### src/rtl/mips_pkg.sv
// Shared encodings for the multi-cycle MIPS control path, datapath and ALU control.
package mips_pkg;

    localparam logic [5:0] OP_RTYPE = 6'b000000;
    localparam logic [5:0] OP_LW    = 6'b100011;
    localparam logic [5:0] OP_SW    = 6'b101011;
    localparam logic [5:0] OP_ADDI  = 6'b001000;
    localparam logic [5:0] OP_BEQ   = 6'b000100;

    typedef enum logic [3:0] {
        FETCH  = 4'd0,
        DECODE = 4'd1,
        MEMADR = 4'd2,
        MEMRD  = 4'd3,
        MEMWB  = 4'd4,
        MEMWR  = 4'd5,
        EXEC   = 4'd6,
        ALUWB  = 4'd7,
        ADDIEX = 4'd8,
        ADDIWB = 4'd9,
        BRANCH = 4'd10
    } state_t;

    typedef enum logic [1:0] {
        ALUOP_ADD   = 2'b00,
        ALUOP_SUB   = 2'b01,
        ALUOP_FUNCT = 2'b10
    } aluop_t;

    typedef enum logic [1:0] {
        SRCB_REG   = 2'b00,
        SRCB_FOUR  = 2'b01,
        SRCB_IMM   = 2'b10,
        SRCB_IMMSH = 2'b11
    } srcb_t;

    typedef struct packed {
        logic   pc_write;
        logic   pc_write_cond;
        logic   iord;
        logic   mem_read;
        logic   mem_write;
        logic   ir_write;
        logic   mem_to_reg;
        logic   reg_dst;
        logic   reg_write;
        logic   alu_src_a;
        logic   pc_src;
        srcb_t  alu_src_b;
        aluop_t alu_op;
        logic   instr_done;
    } ctrl_t;

    function automatic logic op_legal(input logic [5:0] op);
        case (op)
            OP_RTYPE, OP_LW, OP_SW, OP_ADDI, OP_BEQ: op_legal = 1'b1;
            default:                                 op_legal = 1'b0;
        endcase
    endfunction

endpackage

### src/rtl/mips_mc_outdec.sv
// Moore output decode: state (plus mem_ready for memory handshakes) to control word.
// Purely combinational; mem_ready only qualifies the FETCH write-enables and MEMWR completion.
module mips_mc_outdec
    import mips_pkg::*;
(
    input  state_t state,
    input  logic   mem_ready,
    output ctrl_t  ctrl
);

    always_comb begin
        ctrl = '0;
        case (state)
            FETCH: begin
                ctrl.mem_read  = 1'b1;
                ctrl.alu_src_b = SRCB_FOUR;
                ctrl.alu_op    = ALUOP_ADD;
                ctrl.ir_write  = mem_ready;
                ctrl.pc_write  = mem_ready;
            end
            DECODE: begin
                ctrl.alu_src_b = SRCB_IMMSH;
                ctrl.alu_op    = ALUOP_ADD;
            end
            MEMADR, ADDIEX: begin
                ctrl.alu_src_a = 1'b1;
                ctrl.alu_src_b = SRCB_IMM;
                ctrl.alu_op    = ALUOP_ADD;
            end
            MEMRD: begin
                ctrl.mem_read = 1'b1;
                ctrl.iord     = 1'b1;
            end
            MEMWB: begin
                ctrl.mem_to_reg = 1'b1;
                ctrl.reg_write  = 1'b1;
                ctrl.instr_done = 1'b1;
            end
            MEMWR: begin
                ctrl.mem_write  = 1'b1;
                ctrl.iord       = 1'b1;
                ctrl.instr_done = mem_ready;
            end
            EXEC: begin
                ctrl.alu_src_a = 1'b1;
                ctrl.alu_src_b = SRCB_REG;
                ctrl.alu_op    = ALUOP_FUNCT;
            end
            ALUWB: begin
                ctrl.reg_dst    = 1'b1;
                ctrl.reg_write  = 1'b1;
                ctrl.instr_done = 1'b1;
            end
            ADDIWB: begin
                ctrl.reg_write  = 1'b1;
                ctrl.instr_done = 1'b1;
            end
            BRANCH: begin
                ctrl.alu_src_a     = 1'b1;
                ctrl.alu_src_b     = SRCB_REG;
                ctrl.alu_op        = ALUOP_SUB;
                ctrl.pc_write_cond = 1'b1;
                ctrl.pc_src        = 1'b1;
                ctrl.instr_done    = 1'b1;
            end
            default: ctrl = '0;
        endcase
    end

endmodule

### src/rtl/mips_mc_control.sv
// Multi-cycle MIPS control FSM; 3-5 cycles per instruction (beq 3, R/addi/sw 4, lw 5).
// mem_ready low stalls FETCH, MEMRD and MEMWR one cycle per low cycle; opcode sampled only in DECODE/MEMADR.
module mips_mc_control
    import mips_pkg::*;
(
    input  logic       clk,
    input  logic       reset,
    input  logic [5:0] opcode,
    input  logic       mem_ready,
    output logic       PCWrite,
    output logic       PCWriteCond,
    output logic       IorD,
    output logic       MemRead,
    output logic       MemWrite,
    output logic       IRWrite,
    output logic       MemToReg,
    output logic       RegDst,
    output logic       RegWrite,
    output logic       ALUSrcA,
    output logic       PCSrc,
    output logic [1:0] ALUSrcB,
    output logic [1:0] ALUOp,
    output logic       instr_done,
    output logic       illegal_op,
    output logic [3:0] state
);

    state_t state_q;
    state_t state_d;
    ctrl_t  dec;

    always_ff @(posedge clk or posedge reset) begin
        if (reset) state_q <= FETCH;
        else       state_q <= state_d;
    end

    always_comb begin
        state_d = state_q;
        case (state_q)
            FETCH:  if (mem_ready) state_d = DECODE;
            DECODE: begin
                case (opcode)
                    OP_LW, OP_SW: state_d = MEMADR;
                    OP_RTYPE:     state_d = EXEC;
                    OP_ADDI:      state_d = ADDIEX;
                    OP_BEQ:       state_d = BRANCH;
                    default:      state_d = FETCH;
                endcase
            end
            MEMADR: state_d = (opcode == OP_SW) ? MEMWR : MEMRD;
            MEMRD:  if (mem_ready) state_d = MEMWB;
            MEMWB:  state_d = FETCH;
            MEMWR:  if (mem_ready) state_d = FETCH;
            EXEC:   state_d = ALUWB;
            ALUWB:  state_d = FETCH;
            ADDIEX: state_d = ADDIWB;
            ADDIWB: state_d = FETCH;
            BRANCH: state_d = FETCH;
            default: state_d = FETCH;
        endcase
    end

    mips_mc_outdec u_outdec (
        .state     (state_q),
        .mem_ready (mem_ready),
        .ctrl      (dec)
    );

    // Reset already parks the state in FETCH, so selects fall out right; only enables need masking.
    always_comb begin
        PCWrite     = dec.pc_write      & ~reset;
        PCWriteCond = dec.pc_write_cond & ~reset;
        IRWrite     = dec.ir_write      & ~reset;
        RegWrite    = dec.reg_write     & ~reset;
        MemWrite    = dec.mem_write     & ~reset;
        MemRead     = dec.mem_read      & ~reset;
        instr_done  = dec.instr_done    & ~reset;
        illegal_op  = (state_q == DECODE) & ~op_legal(opcode) & ~reset;
        IorD        = dec.iord;
        MemToReg    = dec.mem_to_reg;
        RegDst      = dec.reg_dst;
        ALUSrcA     = dec.alu_src_a;
        PCSrc       = dec.pc_src;
        ALUSrcB     = dec.alu_src_b;
        ALUOp       = dec.alu_op;
        state       = state_q;
    end

endmodule

### config.mk
export PLATFORM = sky130hd
export DESIGN_NAME = mips_mc_control
export DESIGN_NICKNAME = d
export VERILOG_FILES = /design/src/rtl/mips_pkg.sv /design/src/rtl/mips_mc_outdec.sv /design/src/rtl/mips_mc_control.sv
export SDC_FILE = /design/constraint.sdc
export NUM_CORES = 1
export LEC_CHECK = 0
export CAP_MARGIN = 20
export CORE_AREA = 4 4 41 43
export DETAILED_ROUTE_END_ITERATION = 16
export DIE_AREA = 0 0 45 47
export DONT_BUFFER_PORTS = 1
export PLACE_DENSITY = 0.53
export SLEW_MARGIN = 20
export SYNTH_ARGS = -nofsm -noshare
export SYNTH_HDL_FRONTEND = slang
export SYNTH_SLANG_ARGS = --single-unit
### constraint.sdc
create_clock -name clk -period 2.8 [get_ports clk]
set_input_delay 0.42 -clock clk [delete_from_list [all_inputs] [get_ports clk]]
set_output_delay 0.42 -clock clk [all_outputs]
set_load 0.01 [all_outputs]
## Yosys cells after proc, flatten, opt, wreduce, memory -nomap -nowiden

Cells that the tools add are included.

| word-level totals | value |
|---|---|
| flip-flop bits (word level) | 4 |
| input port bits | 9 |
| output and inout port bits | 21 |
| word-level logic and storage cells | 57 |

| operators by class | value |
|---|---|
| eq/ne operators | 17 |
| muxes and demuxes | 18 |
| bitwise logic cells | 10 |
| reduce and logical (&&, ||, !) cells | 11 |

Operator list:

| kind | number |
|---|---|
| one-hot mux 4 bit (7 select lines) | 1 |
| one-hot mux 4 bit (5 select lines) | 1 |
| == test 4 x 3 -> 1 bit, second input constant | 4 |
| one-hot mux 4 bit (4 select lines) | 1 |
| == test 4 bit, second input constant | 3 |
| == test 6 bit, second input constant | 2 |
| two-way mux 4 bit | 3 |
| two-way mux 1 bit | 10 |
| bitwise AND 1 bit | 8 |
| == test 4 x 2 -> 1 bit, second input constant | 2 |
| OR reduction 2 bit | 4 |
| OR reduction 4 bit | 2 |
| == test 6 x 3 -> 1 bit, second input constant | 1 |
| == test 6 x 4 -> 1 bit, second input constant | 1 |
| logical NOT 6 bit | 1 |
| inequality test 2 bit, second input constant | 3 |
| OR reduction 5 bit | 1 |
| == test 4 x 1 -> 1 bit, second input constant | 1 |
| logical NOT 4 bit | 1 |
| two-way mux 3 bit | 1 |
| AND reduction 3 bit | 1 |
| OR reduction 3 bit | 1 |
| NOT 1 bit | 2 |
| one-hot mux 1 bit (2 select lines) | 1 |

## Logic depth before layout (Yosys ltp)

| logic depth | value |
|---|---|
| word-level depth | 6 |
| gate-level depth with buffers | 5 |

## Hierarchy

From an unflattened synthesis, not the netlist that was laid out.

| second synthesis, totals | value |
|---|---|
| cells, all modules | 89 |
| area, all modules | 698.2 um2 |

By module, submodules not included:

| module | instances | cells each | area an instance (um2) | sequential area each (um2) |
|---|---|---|---|---|
| mips_mc_control | 1 | 52 | 426.7 | 100.1 |
| mips_mc_outdec | 1 | 37 | 271.5 | 0.0 |

## Worst setup path before layout

No wires, ideal clock.

| path | value |
|---|---|
| path kind | register to output |
| from | register state_q[0], in the netlist state[0] |
| to | output port instr_done |
| data arrival time | 1.272 ns |
| setup slack | 1.108 ns |
| cell stages (with the launch flop) | 5 |
| path buffers | 0 |
| path through | dfrtp_1 inv_1 nor2_1 o311a_1 a211oi_1 |

| on the way | value |
|---|---|
| longest elaborated chain between the ends | 4 |

RTL lines:

| item | RTL line | source |
|---|---|---|
| from (decl) | mips_mc_control.sv:28 | `state_t state_q;` |
| from (signal assigned) | mips_mc_control.sv:34 | `else state_q <= state_d;` |
| == test 4 x 3 -> 1 bit / == test 4 bit (equally long branches) | mips_mc_outdec.sv:13 | `case (state)` |
| OR reduction 4 bit (no source line) | -- |  |
| one-hot mux 1 bit (2 select lines) (*) | mips_mc_outdec.sv:13 |  |
| bitwise AND 1 bit (*) | mips_mc_control.sv:77 | `instr_done = dec.instr_done & ~reset;` |
| to (decl) | mips_mc_control.sv:23 | `output logic instr_done,` |

Mark *: on every way between the ends. The rest lies on a longest branch, timed or not.

## Worst setup path in the final report

Same ends and word-level chain as after synthesis.

==> run_summary.xml <==
<?xml version="1.0" encoding="UTF-8"?>
<metrics>
  <group name="status">
    <metric name="status" unit="">finished, final reports clean</metric>
  </group>
  <group name="detailed_routing">
    <metric name="met2WireLength" unit="um">672</metric>
    <metric name="drtPass1Iterations" unit="">4</metric>
    <metric name="route.detailed.drc" unit="">0</metric>
    <metric name="detailroute.wirelength.met3" unit="um">172</metric>
    <metric name="wl" unit="um">1420</metric>
    <metric name="dr_total_vias" unit="">569</metric>
    <metric name="initialDrtViolationCount" unit="">15</metric>
    <metric name="wirelength_met1" unit="um">571</metric>
    <metric name="post_drt_via_cell_ratio" unit="">6.32</metric>
    <metric name="topRoutingLayerUsed" unit="">met3</metric>
    <metric name="route.detailed.wl_per_inst" unit="um">15.7</metric>
    <metric name="detail-route-antenna-nets" unit="">0</metric>
  </group>
  <group name="place">
    <metric name="port_buffers" unit="">0</metric>
    <metric name="placed_insts" unit="">86</metric>
    <metric name="dp_hpwl" unit="um">1060</metric>
    <metric name="gp_routability_congestion" unit="">0.679</metric>
    <metric name="dp_slack" unit="ns">0.827</metric>
  </group>
  <group name="sta">
    <metric name="fmaxAchievable" unit="MHz">449</metric>
    <metric name="tns" unit="ns">0</metric>
    <metric name="rsz_0062_raised_after_global_routing" unit="">false</metric>
    <metric name="worst_slew_margin_rel" unit="%">53.2</metric>
    <metric name="period_utilization_post_route" unit="%">79.5</metric>
    <metric name="worstMarginPinSlew" unit="ns">0.702</metric>
    <metric name="period_minus_slack" unit="ns">2.23</metric>
    <metric name="fin_worst_skew" unit="ns">0.00518</metric>
    <metric name="timing.final.setup_violations" unit="">0</metric>
    <metric name="slew_violations" unit="">0</metric>
    <metric name="hold_violations" unit="">0</metric>
    <metric name="final.setup.worst_slack" unit="ns">0.575</metric>
  </group>
  <group name="synth">
    <metric name="synth_top_area_share" unit="%">18.3</metric>
    <metric name="synth_top_cells_by_area" unit="">sky130_fd_sc_hd__dfrtp_1 (18%), sky130_fd_sc_hd__nor2_1 (8.3%), sky130_fd_sc_hd__nand2b_1 (5.7%)</metric>
    <metric name="yosys-top-cells-count" unit="">sky130_fd_sc_hd__nor2_1 (12), sky130_fd_sc_hd__nand2b_1 (5)</metric>
    <metric name="leading_cell_type_by_number_of_instances_after_synthesis" unit="">sky130_fd_sc_hd__nor2_1</metric>
    <metric name="synth-edff-count" unit="">0</metric>
    <metric name="yosysWarnings" unit="">0</metric>
    <metric name="synthesis.instances" unit="">77</metric>
    <metric name="synth_area_leader_cell" unit="">sky130_fd_sc_hd__dfrtp_1</metric>
    <metric name="synth_seq_cells" unit="">4</metric>
    <metric name="synth.yosys.seq_area_share" unit="%">18.3</metric>
    <metric name="ys.flop_type" unit="">sky130_fd_sc_hd__dfrtp_1</metric>
    <metric name="synth.net_count" unit="">86</metric>
    <metric name="synth_async_sr_flop_share" unit="%">100</metric>
    <metric name="avg_cell_area_syn" unit="um2">7.08</metric>
    <metric name="distinct_cells_synth" unit="">33</metric>
    <metric name="synthesis.area" unit="um2">546</metric>
  </group>
  <group name="clocking">
    <metric name="clock_insertion_delay_worst_skew" unit="ns">0.24</metric>
    <metric name="cts_max_path_buffers" unit="">2</metric>
    <metric name="cts_inserted_buffers" unit="">3</metric>
    <metric name="clock_tree_from_tritoncts" unit="">done</metric>
    <metric name="cts-root-buf" unit="">sky130_fd_sc_hd__clkbuf_4</metric>
    <metric name="clkSlewWorstSetupHoldPaths" unit="ns">0.04</metric>
    <metric name="cts-htree-levels" unit="">1</metric>
    <metric name="clock_sink_count" unit="">4</metric>
    <metric name="post_cts_buffers" unit="">0</metric>
  </group>
  <group name="pwr">
    <metric name="leakage" unit="nW">0.214</metric>
    <metric name="power_per_cell_area" unit="mW/mm2">867</metric>
    <metric name="max-vdd-ir-drop" unit="mV">0.439</metric>
    <metric name="p_total" unit="uW">474</metric>
  </group>
  <group name="floorplan">
    <metric name="dieArea" unit="mm2">0.00212</metric>
    <metric name="rows" unit="">13</metric>
    <metric name="initial_utilization" unit="%">41.9</metric>
    <metric name="dieWidth" unit="um">45</metric>
    <metric name="placeableCoreArea" unit="mm2">0.00130</metric>
    <metric name="fp.dieH" unit="um">47</metric>
    <metric name="pin_count" unit="">30</metric>
  </group>
  <group name="grt">
    <metric name="global_route.overflow_total" unit="">0</metric>
    <metric name="grt_use_total" unit="%">14.6</metric>
    <metric name="first_global_vias" unit="">536</metric>
    <metric name="pin_count_of_the_biggest_net_entering_global_routing" unit="">23</metric>
    <metric name="antenna_violations_before_repair" unit="">0</metric>
    <metric name="first_pass_grt_wire_length" unit="um">2330</metric>
  </group>
  <group name="worst_setup_path">
    <metric name="critical_path_required" unit="ns">2.38</metric>
    <metric name="worst_setup_ep_type" unit="">output pin</metric>
    <metric name="setup.worst_path.start_class" unit="">flip-flop</metric>
    <metric name="critPathKind" unit="">reg2out</metric>
    <metric name="worst_ep_arrival_time" unit="ns">1.81</metric>
    <metric name="worstPathMaxFanout" unit="">17</metric>
  </group>
  <group name="final_layout">
    <metric name="stdcell_count" unit="">90</metric>
    <metric name="post-route-util" unit="%">42.0</metric>
    <metric name="fill_cells" unit="">148</metric>
    <metric name="nNetsFinal" unit="">86</metric>
    <metric name="area_delta_synth_final" unit="%">0.229</metric>
    <metric name="insertedDiodeCount" unit="">0</metric>
    <metric name="post_route_cells_drive_above_1_share" unit="%">6.67</metric>
    <metric name="largest_register_ffs" unit="">4</metric>
  </group>
  <group name="job">
    <metric name="number_of_max_cap_violations" unit="">0</metric>
  </group>
  <group name="hold_path">
    <metric name="worstHoldPathType" unit="">in2reg</metric>
  </group>
</metrics>
power by group:
part           internal, mW  switching (mW)
clock                0.0479          0.0232
sequential           0.0738          0.0828
combinational        0.0950           0.151
total                 0.217           0.257
final timing paths:
check | from | end | slack, ns | cells after the start
max reg2reg | state[0] | state[2] | 1.09 | 4
min in group asynchronous | reset | state[3] | 0.53 | 2
max in group asynchronous | reset | state[2] | 2.10 | 2
min | mem_ready | state[2] | 0.42 | 2
min reg2reg | state[2] | state[2] | 0.67 | 3
max | state[0] | instr_done | 0.57 | 4
critical path, stage by stage, from the launching register on:
cell and delay (ns):
sky130_fd_sc_hd__dfrtp_1 0.59, sky130_fd_sc_hd__inv_1 0.21, sky130_fd_sc_hd__nor2_1 0.09, sky130_fd_sc_hd__o311a_1 0.30
sky130_fd_sc_hd__a211oi_1 0.38
layout by cell type, fill, tap and decap left out, drive strengths merged:
cell type    count
nand2b           5
dlygate4sd3      1
a22oi            1
nand3b           2
nor4             2
nor2            12
inv              4
o31ai            1
o21ai            4
o211ai           1
a21oi            4
xnor2            2
clkbuf           3
nor2b            1
nand4b           1
o311a            2
and2             2
o2111ai          1
dfrtp            4
o22ai            2
a211oi           2
mux2i            1
or4              1
buf              1
and3             3
a31oi            2
a311oi           1
nand3            1
nor3             3
xor2             1
nand2            4
cell type report:
type                    count  area, um2  area share, %
multi-input cells          62        373           68.2
flip-flops and latches      4        100           18.3
clock buffers               3       22.5           4.12
well taps                  15       18.8           3.43
repair buffers              2       17.5           3.20
inverters                   4       15.0           2.75
kinds of logic after synthesis:
| group | Yosys count | share of synthesized area, % |
|---|---|---|
| flip-flops | 4 | 18.3 |
| XOR/XNOR | 3 | 4.82 |
| AND/OR/NAND/NOR | 37 | 36.0 |
| AO/OA/AOI/OAI | 21 | 25.7 |
| buffers and inverters | 11 | 13.3 |
| multiplexers | 1 | 1.83 |
stage by stage:
| stage | hold slack, ns | cell area [um2] |
|---|---|---|
| floorplan | 0.191 | 546 |
| global placement | 0.206 | 514 |
| detailed placement | 0.217 | 514 |
| CTS | 0.412 | 547 |
| global route | 0.439 | 547 |
| finish | 0.422 | 547 |
metal layers:
metal	GRT usage [%]	vias to the layer above
li1	-	280
met1	18.3	255
met2	24.9	34
met3	4.98	0
met4	1.75	0
met5	0	-
timing repair:
item | CTS | global route
hold buffers | 1 | 0
gates resized for setup | 0 | 0
hold endpoints to repair | 4 | 0
(Power assumes the default switching activity.)
